===== config.mk =====
export PLATFORM = sky130hd
export DESIGN_NAME = score_tracker
export DESIGN_NICKNAME = d
export VERILOG_FILES = /design/src/rtl/score_tracker.sv
export SDC_FILE = /design/constraint.sdc
export NUM_CORES = 1
export LEC_CHECK = 0
export BUFFER_PORTS_ARGS = -buffer_cell sky130_fd_sc_hd__buf_4
export CAP_MARGIN = 25
export CORE_MARGIN = 2
export CORE_UTILIZATION = 50
export DETAILED_ROUTE_END_ITERATION = 7
export PLACE_DENSITY = 0.76
export RECOVER_POWER = 100
export SYNTH_ARGS = -nofsm -noshare
export SYNTH_HDL_FRONTEND = slang
export SYNTH_SLANG_ARGS = --single-unit

===== constraint.sdc =====
create_clock -name clock -period 10.3 [get_ports clock]
set_input_delay 0.515 -clock clock [delete_from_list [all_inputs] [get_ports clock]]
set_output_delay 0.515 -clock clock [all_outputs]
set_load 0.05 [all_outputs]

===== src/rtl/score_tracker.sv =====
// score_tracker: scoring back end for the rhythm game.
//
// Consumes the game FSM's per-beat judgement strobes and keeps the running
// score (4-digit BCD), the consecutive-hit combo, the derived multiplier and
// the best score since reset. The current score is shown on four
// active-low 7-segment displays.
//
// Ports:
//   clock        system clock
//   reset        asynchronous active-high reset
//   start        one-cycle pulse, begins (or restarts) a song session
//   changeScore  one-cycle strobe, a beat has been judged
//   addScore     qualifies changeScore: 1 = hit, 0 = miss
//   songDone     level or pulse, the song has finished
//   score        current score, BCD, digit 3 in [15:12]
//   highScore    best score since reset, BCD
//   combo        consecutive-hit count, binary, saturates at 255
//   multiplier   points per hit, 1..MAX_MULT, combinational from combo
//   busy         high while a hit's points are being added
//   newHigh      high in DONE when this session set the high score
//   dropped      sticky, a strobe was lost while the pending slot was full
//   HEX3..HEX0   active-low segment drive of score digits 3..0
module score_tracker #(
  parameter int COMBO_STEP = 4,
  parameter int MAX_MULT   = 4
) (
  input  logic        clock,
  input  logic        reset,
  input  logic        start,
  input  logic        changeScore,
  input  logic        addScore,
  input  logic        songDone,
  output logic [15:0] score,
  output logic [15:0] highScore,
  output logic [7:0]  combo,
  output logic [2:0]  multiplier,
  output logic        busy,
  output logic        newHigh,
  output logic        dropped,
  output logic [6:0]  HEX3,
  output logic [6:0]  HEX2,
  output logic [6:0]  HEX1,
  output logic [6:0]  HEX0
);

  typedef enum logic [1:0] {
    IDLE = 2'd0,
    PLAY = 2'd1,
    ADD  = 2'd2,
    DONE = 2'd3
  } state_t;

  // BCD increment by one with per-digit carry; 9999 holds (saturation).
  function automatic logic [15:0] bcdIncSat(input logic [15:0] value);
    logic [15:0] result;
    logic        carry;
    result = value;
    carry  = 1'b1;
    if (value != 16'h9999) begin
      for (int i = 0; i < 4; i++) begin
        if (carry) begin
          if (result[i*4 +: 4] == 4'd9) begin
            result[i*4 +: 4] = 4'd0;
            carry            = 1'b1;
          end else begin
            result[i*4 +: 4] = result[i*4 +: 4] + 4'd1;
            carry            = 1'b0;
          end
        end else begin
          carry = 1'b0;
        end
      end
    end else begin
      result = value;
    end
    return result;
  endfunction

  // Active-low segment code (gfedcba) for one BCD digit; blank otherwise.
  function automatic logic [6:0] segDecode(input logic [3:0] digit);
    logic [6:0] seg;
    case (digit)
      4'd0:    seg = 7'h40;
      4'd1:    seg = 7'h79;
      4'd2:    seg = 7'h24;
      4'd3:    seg = 7'h30;
      4'd4:    seg = 7'h19;
      4'd5:    seg = 7'h12;
      4'd6:    seg = 7'h02;
      4'd7:    seg = 7'h78;
      4'd8:    seg = 7'h00;
      4'd9:    seg = 7'h10;
      default: seg = 7'h7F;
    endcase
    return seg;
  endfunction

  state_t      state_r,      stateNext_s;
  logic [15:0] score_r,      scoreNext_s;
  logic [15:0] highScore_r,  highScoreNext_s;
  logic [7:0]  combo_r,      comboNext_s;
  logic [2:0]  addCount_r,   addCountNext_s;
  logic        pendValid_r,  pendValidNext_s;
  logic        pendHit_r,    pendHitNext_s;
  logic        doneSeen_r,   doneSeenNext_s;
  logic        newHigh_r,    newHighNext_s;
  logic        dropped_r,    droppedNext_s;

  logic [8:0]  multRaw_s;
  logic [2:0]  multiplier_s;
  logic        effValid_s;
  logic        effHit_s;
  logic        doneReq_s;

  // Multiplier from the combo streak, clamped to the ceiling.
  always_comb begin
    multRaw_s = 9'd1 + 9'(combo_r / 8'(COMBO_STEP));
    if (multRaw_s > 9'(MAX_MULT)) begin
      multiplier_s = 3'(MAX_MULT);
    end else begin
      multiplier_s = multRaw_s[2:0];
    end
  end

  // Next-state and datapath updates for the session FSM.
  always_comb begin
    stateNext_s     = state_r;
    scoreNext_s     = score_r;
    highScoreNext_s = highScore_r;
    comboNext_s     = combo_r;
    addCountNext_s  = addCount_r;
    pendValidNext_s = pendValid_r;
    pendHitNext_s   = pendHit_r;
    doneSeenNext_s  = doneSeen_r;
    newHighNext_s   = newHigh_r;
    droppedNext_s   = dropped_r;
    effValid_s      = 1'b0;
    effHit_s        = 1'b0;
    doneReq_s       = 1'b0;

    if (start) begin
      // start beats everything, including a coincident strobe.
      stateNext_s     = PLAY;
      scoreNext_s     = 16'h0000;
      comboNext_s     = 8'd0;
      addCountNext_s  = 3'd0;
      pendValidNext_s = 1'b0;
      pendHitNext_s   = 1'b0;
      doneSeenNext_s  = 1'b0;
      newHighNext_s   = 1'b0;
      droppedNext_s   = 1'b0;
    end else begin
      case (state_r)
        IDLE: begin
          stateNext_s = IDLE;
        end

        PLAY: begin
          doneReq_s = songDone | doneSeen_r;
          // A strobe parked during ADD is served first, as if it arrived
          // now; a strobe arriving this very cycle takes its place.
          if (pendValid_r) begin
            effValid_s      = 1'b1;
            effHit_s        = pendHit_r;
            pendValidNext_s = changeScore;
            pendHitNext_s   = changeScore & addScore;
          end else begin
            effValid_s = changeScore;
            effHit_s   = addScore;
          end

          if (effValid_s && effHit_s) begin
            stateNext_s    = ADD;
            addCountNext_s = multiplier_s;
            doneSeenNext_s = doneReq_s;
            if (combo_r == 8'd255) begin
              comboNext_s = combo_r;
            end else begin
              comboNext_s = combo_r + 8'd1;
            end
          end else begin
            if (effValid_s) begin
              comboNext_s = 8'd0;
            end else begin
              comboNext_s = combo_r;
            end
            // Finish only once nothing is left queued.
            if (doneReq_s && !pendValidNext_s) begin
              stateNext_s = DONE;
            end else begin
              stateNext_s    = PLAY;
              doneSeenNext_s = doneReq_s;
            end
          end
        end

        ADD: begin
          scoreNext_s    = bcdIncSat(score_r);
          addCountNext_s = addCount_r - 3'd1;
          doneSeenNext_s = doneSeen_r | songDone;
          if (changeScore) begin
            if (pendValid_r) begin
              droppedNext_s = 1'b1;
            end else begin
              pendValidNext_s = 1'b1;
              pendHitNext_s   = addScore;
            end
          end else begin
            pendValidNext_s = pendValid_r;
          end
          if (addCount_r <= 3'd1) begin
            if (doneSeenNext_s && !pendValidNext_s) begin
              stateNext_s = DONE;
            end else begin
              stateNext_s = PLAY;
            end
          end else begin
            stateNext_s = ADD;
          end
        end

        DONE: begin
          stateNext_s = DONE;
        end

        default: begin
          stateNext_s = IDLE;
        end
      endcase

      // High-score capture uses the score as it stands after the entry edge.
      if ((stateNext_s == DONE) && (state_r != DONE)) begin
        doneSeenNext_s = 1'b0;
        if (scoreNext_s > highScore_r) begin
          highScoreNext_s = scoreNext_s;
          newHighNext_s   = 1'b1;
        end else begin
          highScoreNext_s = highScore_r;
        end
      end else begin
        highScoreNext_s = highScore_r;
      end
    end
  end

  // State and datapath registers.
  always_ff @(posedge clock or posedge reset) begin
    if (reset) begin
      state_r     <= IDLE;
      score_r     <= 16'h0000;
      highScore_r <= 16'h0000;
      combo_r     <= 8'd0;
      addCount_r  <= 3'd0;
      pendValid_r <= 1'b0;
      pendHit_r   <= 1'b0;
      doneSeen_r  <= 1'b0;
      newHigh_r   <= 1'b0;
      dropped_r   <= 1'b0;
    end else begin
      state_r     <= stateNext_s;
      score_r     <= scoreNext_s;
      highScore_r <= highScoreNext_s;
      combo_r     <= comboNext_s;
      addCount_r  <= addCountNext_s;
      pendValid_r <= pendValidNext_s;
      pendHit_r   <= pendHitNext_s;
      doneSeen_r  <= doneSeenNext_s;
      newHigh_r   <= newHighNext_s;
      dropped_r   <= droppedNext_s;
    end
  end

  assign score      = score_r;
  assign highScore  = highScore_r;
  assign combo      = combo_r;
  assign multiplier = multiplier_s;
  assign busy       = (state_r == ADD);
  assign newHigh    = newHigh_r;
  assign dropped    = dropped_r;

  // Displays follow the score register directly.
  assign HEX3 = segDecode(score_r[15:12]);
  assign HEX2 = segDecode(score_r[11:8]);
  assign HEX1 = segDecode(score_r[7:4]);
  assign HEX0 = segDecode(score_r[3:0]);

endmodule


==> results.sh, run 1 <==
export IMPL_synth_area_mux_share_pct=6.37
export IMPL_place_worst_setup_slack_ns=6.42
export IMPL_yosys_top_cells_count="a21oi_1 (51), dfrtp_1 (50), nand2_1 (46), nor2_1 (44), ha_1 (40)"
export IMPL_wl_per_cell_um=14.0
export IMPL_hp_class="primary input to async pin"
export IMPL_synth_top_area_cell="dfrtp_1"
export IMPL_reg2reg_from="state_r[1]"
export IMPL_drtPass1Iterations=4
export IMPL_syn_to_final_growth_pct=9.03
export IMPL_fin_nets=575
export IMPL_fin_cells=632
export IMPL_grt_pass1_vias=3167
export IMPL_ys_seq_area_share_pct=32.4
export IMPL_worst_ep_required_time_ns=10.49
export IMPL_finalSetupViolCount=0
export IMPL_worst_slew_pin_slew_ns=2.24
export IMPL_grt_remaining_overflow=0
export IMPL_synth_cells=462
export IMPL_hold_buffers=0
export IMPL_fill_cells=795
export IMPL_leakagePower_nw=1.88
export IMPL_startpoint_type="register"
export IMPL_reg2regPathDepth=13
export IMPL_syn_num_nets=508
export IMPL_yosys_area_share_simple_pct=23.5
export IMPL_period_share_pct=47.1
export IMPL_cts_num_sinks=50
export IMPL_reg2reg_to="highScore[13]"
export IMPL_synth_top_cell_area_share_pct=32.4
export IMPL_synth_top_family_by_area="simple AND/OR/NAND/NOR gates"
export IMPL_die_w_um=92.0
export IMPL_final_setup_tns_ns=0
export IMPL_status="complete, but fails checks"
export IMPL_ys_types=56
export IMPL_slew_viol_final=60
export IMPL_rsz0062_at_grt="false"
export IMPL_clockBufferDepth=2
export IMPL_drive_above_1_share_pct=7.17
export IMPL_port_buffers=79
export IMPL_drt_iter0_drc=191
export IMPL_crit_type="register to register"
export IMPL_finalWirelength_um=8870
export IMPL_cap_violations=2
export IMPL_synth_area_leaders="dfrtp_1 (32%), ha_1 (13%), a21oi_1 (6.6%)"
export IMPL_synth_area_sq_um=3870
export IMPL_cts_root_buf="clkbuf_8"
export IMPL_vias=3492
export IMPL_synth_xor_area_share_pct=0.453
export IMPL_fp_dieH_um=92.0
export IMPL_skew_ns=0.00992
export IMPL_synth_edf_count=0
export IMPL_cts_resized_gates=0
export IMPL_synthAdderAreaFrac_pct=12.9
export IMPL_htreeDepth=2
export IMPL_placedCellCount=624
export IMPL_synth_compound_area_share_pct=18.2
export IMPL_gp_congestion=0.806
export IMPL_failed_checks="capacitance limit, slew limit"
export IMPL_ios=80
export IMPL_hold_viol_final=0
export IMPL_dp_hpwl_um=6580
export IMPL_async_reset_ff_share_pct=100
export IMPL_tritoncts="built"
export IMPL_whs_ns=0.179
export IMPL_clk_pin_slew_ns=0.09
export IMPL_cts_buffers=5
export IMPL_max_freq_ghz=0.206
export IMPL_critPathArrivalTime_ns=5.04
export IMPL_ys_warn_count=0
export IMPL_ant_nets=0
export IMPL_post_cts_buffers=0
export IMPL_rows=32
export IMPL_core_area_sq_um=7610
export IMPL_worstSkewPairLatency_ns=0.31
export IMPL_synth_main_ff_cell="dfrtp_1"
export IMPL_fp_dieArea_sq_um=8450
export IMPL_ir_drop_mv=0.0650
export IMPL_fin_ws_ns=5.45
export IMPL_antenna_cells=0
export IMPL_syn_area_per_cell_sq_um=8.37
export IMPL_crit_fanout=17
export IMPL_relSlewSlack_pct=-49.1
export IMPL_synth_seq_cells=50
export IMPL_yosysMostFrequentCell="a21oi_1"
export IMPL_antenna_found_initial=0
export IMPL_grt_pass1_wl_um=14700
export IMPL_powerDensity_nw_per_um2=94.8
export IMPL_drc=0
export IMPL_grt_max_degree=42
export IMPL_start_util_pct=50.8
export IMPL_r2r_setup_slack_ns=5.45
export IMPL_vias_per_cell=5.53
export IMPL_critPathCaptureType="register"
export IMPL_min_period_ns=4.85
export IMPL_grt_total_usage_pct=21.0
power breakdown:
group	switching, mW	total, mW	internal, mW
Clock	0.0651	0.119	0.0543
Combinational	0.0486	0.0716	0.0230
Sequential	0.00726	0.209	0.202
Total	0.121	0.400	0.279
how the worst max path moves through the flow:
stage	depth (start not counted)	end	from	slack (ns)
after global placement	13	highScore[10]	score[9]	6.53
after floorplan	14	highScore[1]	score[9]	6.64
final	13	highScore[13]	state_r[1]	5.45
after detailed placement	13	highScore[13]	score[9]	6.42
after global routing	13	highScore[8]	state_r[1]	4.99
after CTS	13	highScore[13]	score[9]	6.39
logic make-up (layout without fill, tap and decap cells):
kind of cell / Yosys count / in the layout
flip-flops: 50 / 50
adder cells (fa/ha/maj): 40 / 40
multiplexers: 19 / 19
XOR/XNOR: 2 / 2
AND/OR/NAND/NOR: 172 / 172
buffers and inverters: 57 / 125
AO/OA/AOI/OAI: 122 / 122
worst max-delay path: stages (launching register included):
cell and delay, ns:
dfrtp_1 0.57, nand2b_1 0.30, inv_1 0.30, nand3_1 0.22, nor2_1 0.32, nand2_2 0.11
mux2_1 0.37, ha_1 0.31, a21oi_1 0.14, nor2b_1 0.05, o21ai_0 0.18, nand3_2 0.09
o211ai_1 1.32, mux2_2 0.44
cells in the final DEF, fill, tap and decap left out, types with 15 or more instances in the layout:
| master | synthesis | final |
|---|---|---|
| a21oi_1 | 51 | 51 |
| clkbuf_1 | 12 | 76 |
| dfrtp_1 | 50 | 50 |
| ha_1 | 40 | 40 |
| inv_1 | 36 | 37 |
| mux2_2 | 9 | 15 |
| nand2_1 | 46 | 46 |
| nor2_1 | 44 | 47 |
| nor2b_1 | 21 | 21 |
| o21ai_0 | 36 | 38 |
flip-flops by register name, indices dropped and copies added (netlist names):
| signal | count |
|---|---|
| pendHit_r | 1 |
| doneSeen_r | 1 |
| score | 16 |
| addCount_r | 3 |
| newHigh | 1 |
| highScore | 16 |
| state_r | 2 |
| dropped | 1 |
| combo | 8 |
| pendValid_r | 1 |
final cells by class:
cell class              instances  area, sq um  area share, %
well taps                     102          128           3.03
flip-flops and latches         50         1250           29.7
clock buffers                   7         86.3           2.05
clock inverters                 1         5.00          0.119
repair buffers                 80          319           7.57
inverters                      37          139           3.29
multi-input cells             355         2290           54.3
per-stage QoR:
step / cell area [sq um] / total power, mW / util, %
floorplan: 3870 / 0.272 / -
global placement: 4490 / 0.290 / 59.0
detailed placement: 4510 / 0.293 / 59.3
CTS: 4600 / 0.413 / 60.5
global route: 4220 / 0.422 / 55.4
finish: 4220 / 0.400 / 55.4
routing by layer:
layer  vias up  track usage [%]  wire length, um
li1       1725                -                -
met5         -                0                0
met3         6             2.79              426
met2        79             36.5             4320
met1      1682             27.5             4050
met4         0             5.85               76
(Power assumes the default switching activity.)
==> run 2, diff against run 1 <==
- PLACE_DENSITY: 0.76 -> 0.79
- clock period: 10.3 -> 4.32 ns (I/O delays scaled with it)
==> run 2 against run 1 <==
Compared with the run above: the run still ends with capacitance limit, slew limit left; clock skew decreased by 0.0056 ns; sequential share of layout area decreased by 0.37 points; critical path type unchanged; routed wire length decreased by 0.59%; combinational power increased by 140%; fmax increased by 24%; utilization increased by 0.69 points; global-route usage increased by 0.36 points; first-iteration DRC count decreased by 34%; critical path depth increased by 1; clock-buffer cell count decreased by 1.
==> results.sh, run 2 (synthesis gave the netlist of run 1 again) <==
export IMPL_status="complete, but fails checks"
export IMPL_failed_checks="capacitance limit, slew limit"
export IMPL_critPathArrivalTime_ns=4.10
export IMPL_busiest_layer="met2"
export IMPL_cts_resized_gates=0
export IMPL_start_util_pct=50.8
export IMPL_drt_iter0_drc=127
export IMPL_hp_class="primary input to register"
export IMPL_min_period_ns=3.90
export IMPL_grt_met1_usage_pct=27.4
export IMPL_fp_dieH_um=92.0
export IMPL_grt_pass1_wl_um=15000
export IMPL_crit_top_cell="ha_1"
export IMPL_grt_remaining_overflow=0
export IMPL_multi_input_area_sq_um=2320
export IMPL_crit_type="register to register"
export IMPL_cts_root_buf="clkbuf_8"
export IMPL_critPathCaptureType="register"
export IMPL_syn_to_final_growth_pct=10.4
export IMPL_port_buffers=79
export IMPL_grt_total_usage_pct=21.4
export IMPL_min_path_cells=3
export IMPL_fp_dieArea_sq_um=8450
export IMPL_antenna_found_initial=0
export IMPL_drc=0
export IMPL_vias=3513
export IMPL_wl_per_cell_um=13.9
export IMPL_startpoint_type="register"
export IMPL_period_share_pct=90.3
export IMPL_crit_path_top_delay_cell="o211ai_4"
export IMPL_fin_util_pct=56.1
export IMPL_clockBufferDepth=2
export IMPL_ant_nets=0
export IMPL_hold_viol_final=0
export IMPL_die_w_um=92.0
export IMPL_crit_path_cell_trace="inv_1 > ha_1 > and3b_1 > nand3_1 > nor2_4 > nand2_1 > mux2_4 > ha_1 > a21oi_1 > nor2b_1 > o21ai_0 > nand3_2 > o211ai_4 > mux2_2"
export IMPL_relSlewSlack_pct=-1.75
export IMPL_final_cell_mix="clkbuf_1 (75), a21oi_1 (51), dfrtp_1 (50), nand2_1 (47), nor2_1 (46)"
export IMPL_post_cts_buffers=0
export IMPL_met3_usage_pct=4.85
export IMPL_fill_cells=815
export IMPL_tritoncts="built"
export IMPL_worstSkewPairLatency_ns=0.31
export IMPL_dp_hpwl_um=6570
export IMPL_worst_slew_pin_slew_ns=1.53
export IMPL_powerDensity_nw_per_um2=225
export IMPL_slowest_delay_ns=0.52
export IMPL_final_common_cell="clkbuf_1"
export IMPL_skew_ns=0.00437
export IMPL_ios=80
export IMPL_finalSetupViolCount=0
export IMPL_reg2regPathDepth=14
export IMPL_cts_num_sinks=50
export IMPL_drtPass1Iterations=4
export IMPL_grt_max_degree=38
export IMPL_met2_usage_pct=36.6
export IMPL_core_area_sq_um=7610
export IMPL_finalWirelength_um=8820
export IMPL_final_setup_tns_ns=0
export IMPL_max_freq_ghz=0.256
export IMPL_worst_ep_required_time_ns=4.52
export IMPL_rsz0062_at_grt="false"
export IMPL_slew_viol_final=30
export IMPL_crit_fanout=17
export IMPL_vias_per_cell=5.54
export IMPL_leakagePower_nw=1.93
export IMPL_seq_area_sq_um=1250
export IMPL_cts_buffers=5
export IMPL_gp_congestion=0.783
export IMPL_antenna_cells=0
export IMPL_grt_pass1_vias=3223
export IMPL_rows=32
export IMPL_ir_drop_mv=0.150
export IMPL_power_total_mw=0.959
export IMPL_htreeDepth=2
export IMPL_cap_violations=1
export IMPL_fin_nets=577
export IMPL_clk_pin_slew_ns=0.09
export IMPL_drive_above_1_share_pct=6.77
==> run 2: per-stage QoR <==
step | area (sq um) | hold slack, ns | cells | setup slack [ns]
after floorplan | 3870 | 0.458 | 462 | 0.658
after global placement | 4500 | 0.484 | 624 | 0.595
after detailed placement | 4520 | 0.280 | 625 | 0.403
after CTS | 4620 | 0.242 | 634 | 0.395
after global routing | 4270 | 0.291 | 634 | 0.154
final | 4270 | 0.248 | 634 | 0.421
==> run 2: final timing paths <==
check / from / endpoint / slack (ns)
hold reg to reg: dropped / dropped / 0.51
setup reg to reg: score[1] / highScore[14] / 0.42
max in group asynchronous: reset / highScore[1] / 1.82
setup / recovery: score[1] / highScore[14] / 0.42
hold / removal: changeScore / dropped / 0.25
min in group asynchronous: reset / combo[6] / 0.62
==> run 2: where the power goes <==
part	leakage, nW	internal, mW	switching, mW
Combinational	1.20	0.0554	0.119
Clock	0.0472	0.129	0.158
Sequential	0.688	0.480	0.0173
==> run 2: worst max-delay path, delay by kind of cell, from the launching register on <==
kind / cells / cell delay, ns
buffers and inverters: 1 / 0.16
and+or+nand+nor: 6 / 1.00
muxes: 2 / 0.74
DFF: 1 / 0.47
AOI/OAI and AO/OA: 3 / 0.87
adders and majority gates: 2 / 0.53
==> run 2: what timing repair did <==
item / in CTS / in global routing
hold buffers: 1 / 0
hold endpoints to repair: 21 / 0
endpoints found under the setup margin: 0 / 0
==> run 2: area by class of cell <==
class                           instances  area share, %
Multi-Input combinational cell        355           54.3
Sequential cell                        50           29.3
Timing Repair Buffer                   82           7.88
Inverter                               37           3.25
Tap cell                              102           2.99
Clock buffer                            6           1.93
Clock inverter                          2          0.293
==> run 2: routing by layer <==
metal | vias to the layer above | share of wire (%)
met1 | 1692 | 45
met4 | 0 | 1.2
met3 | 11 | 5.5
met5 | - | 0
li1 | 1733 | -
met2 | 77 | 49
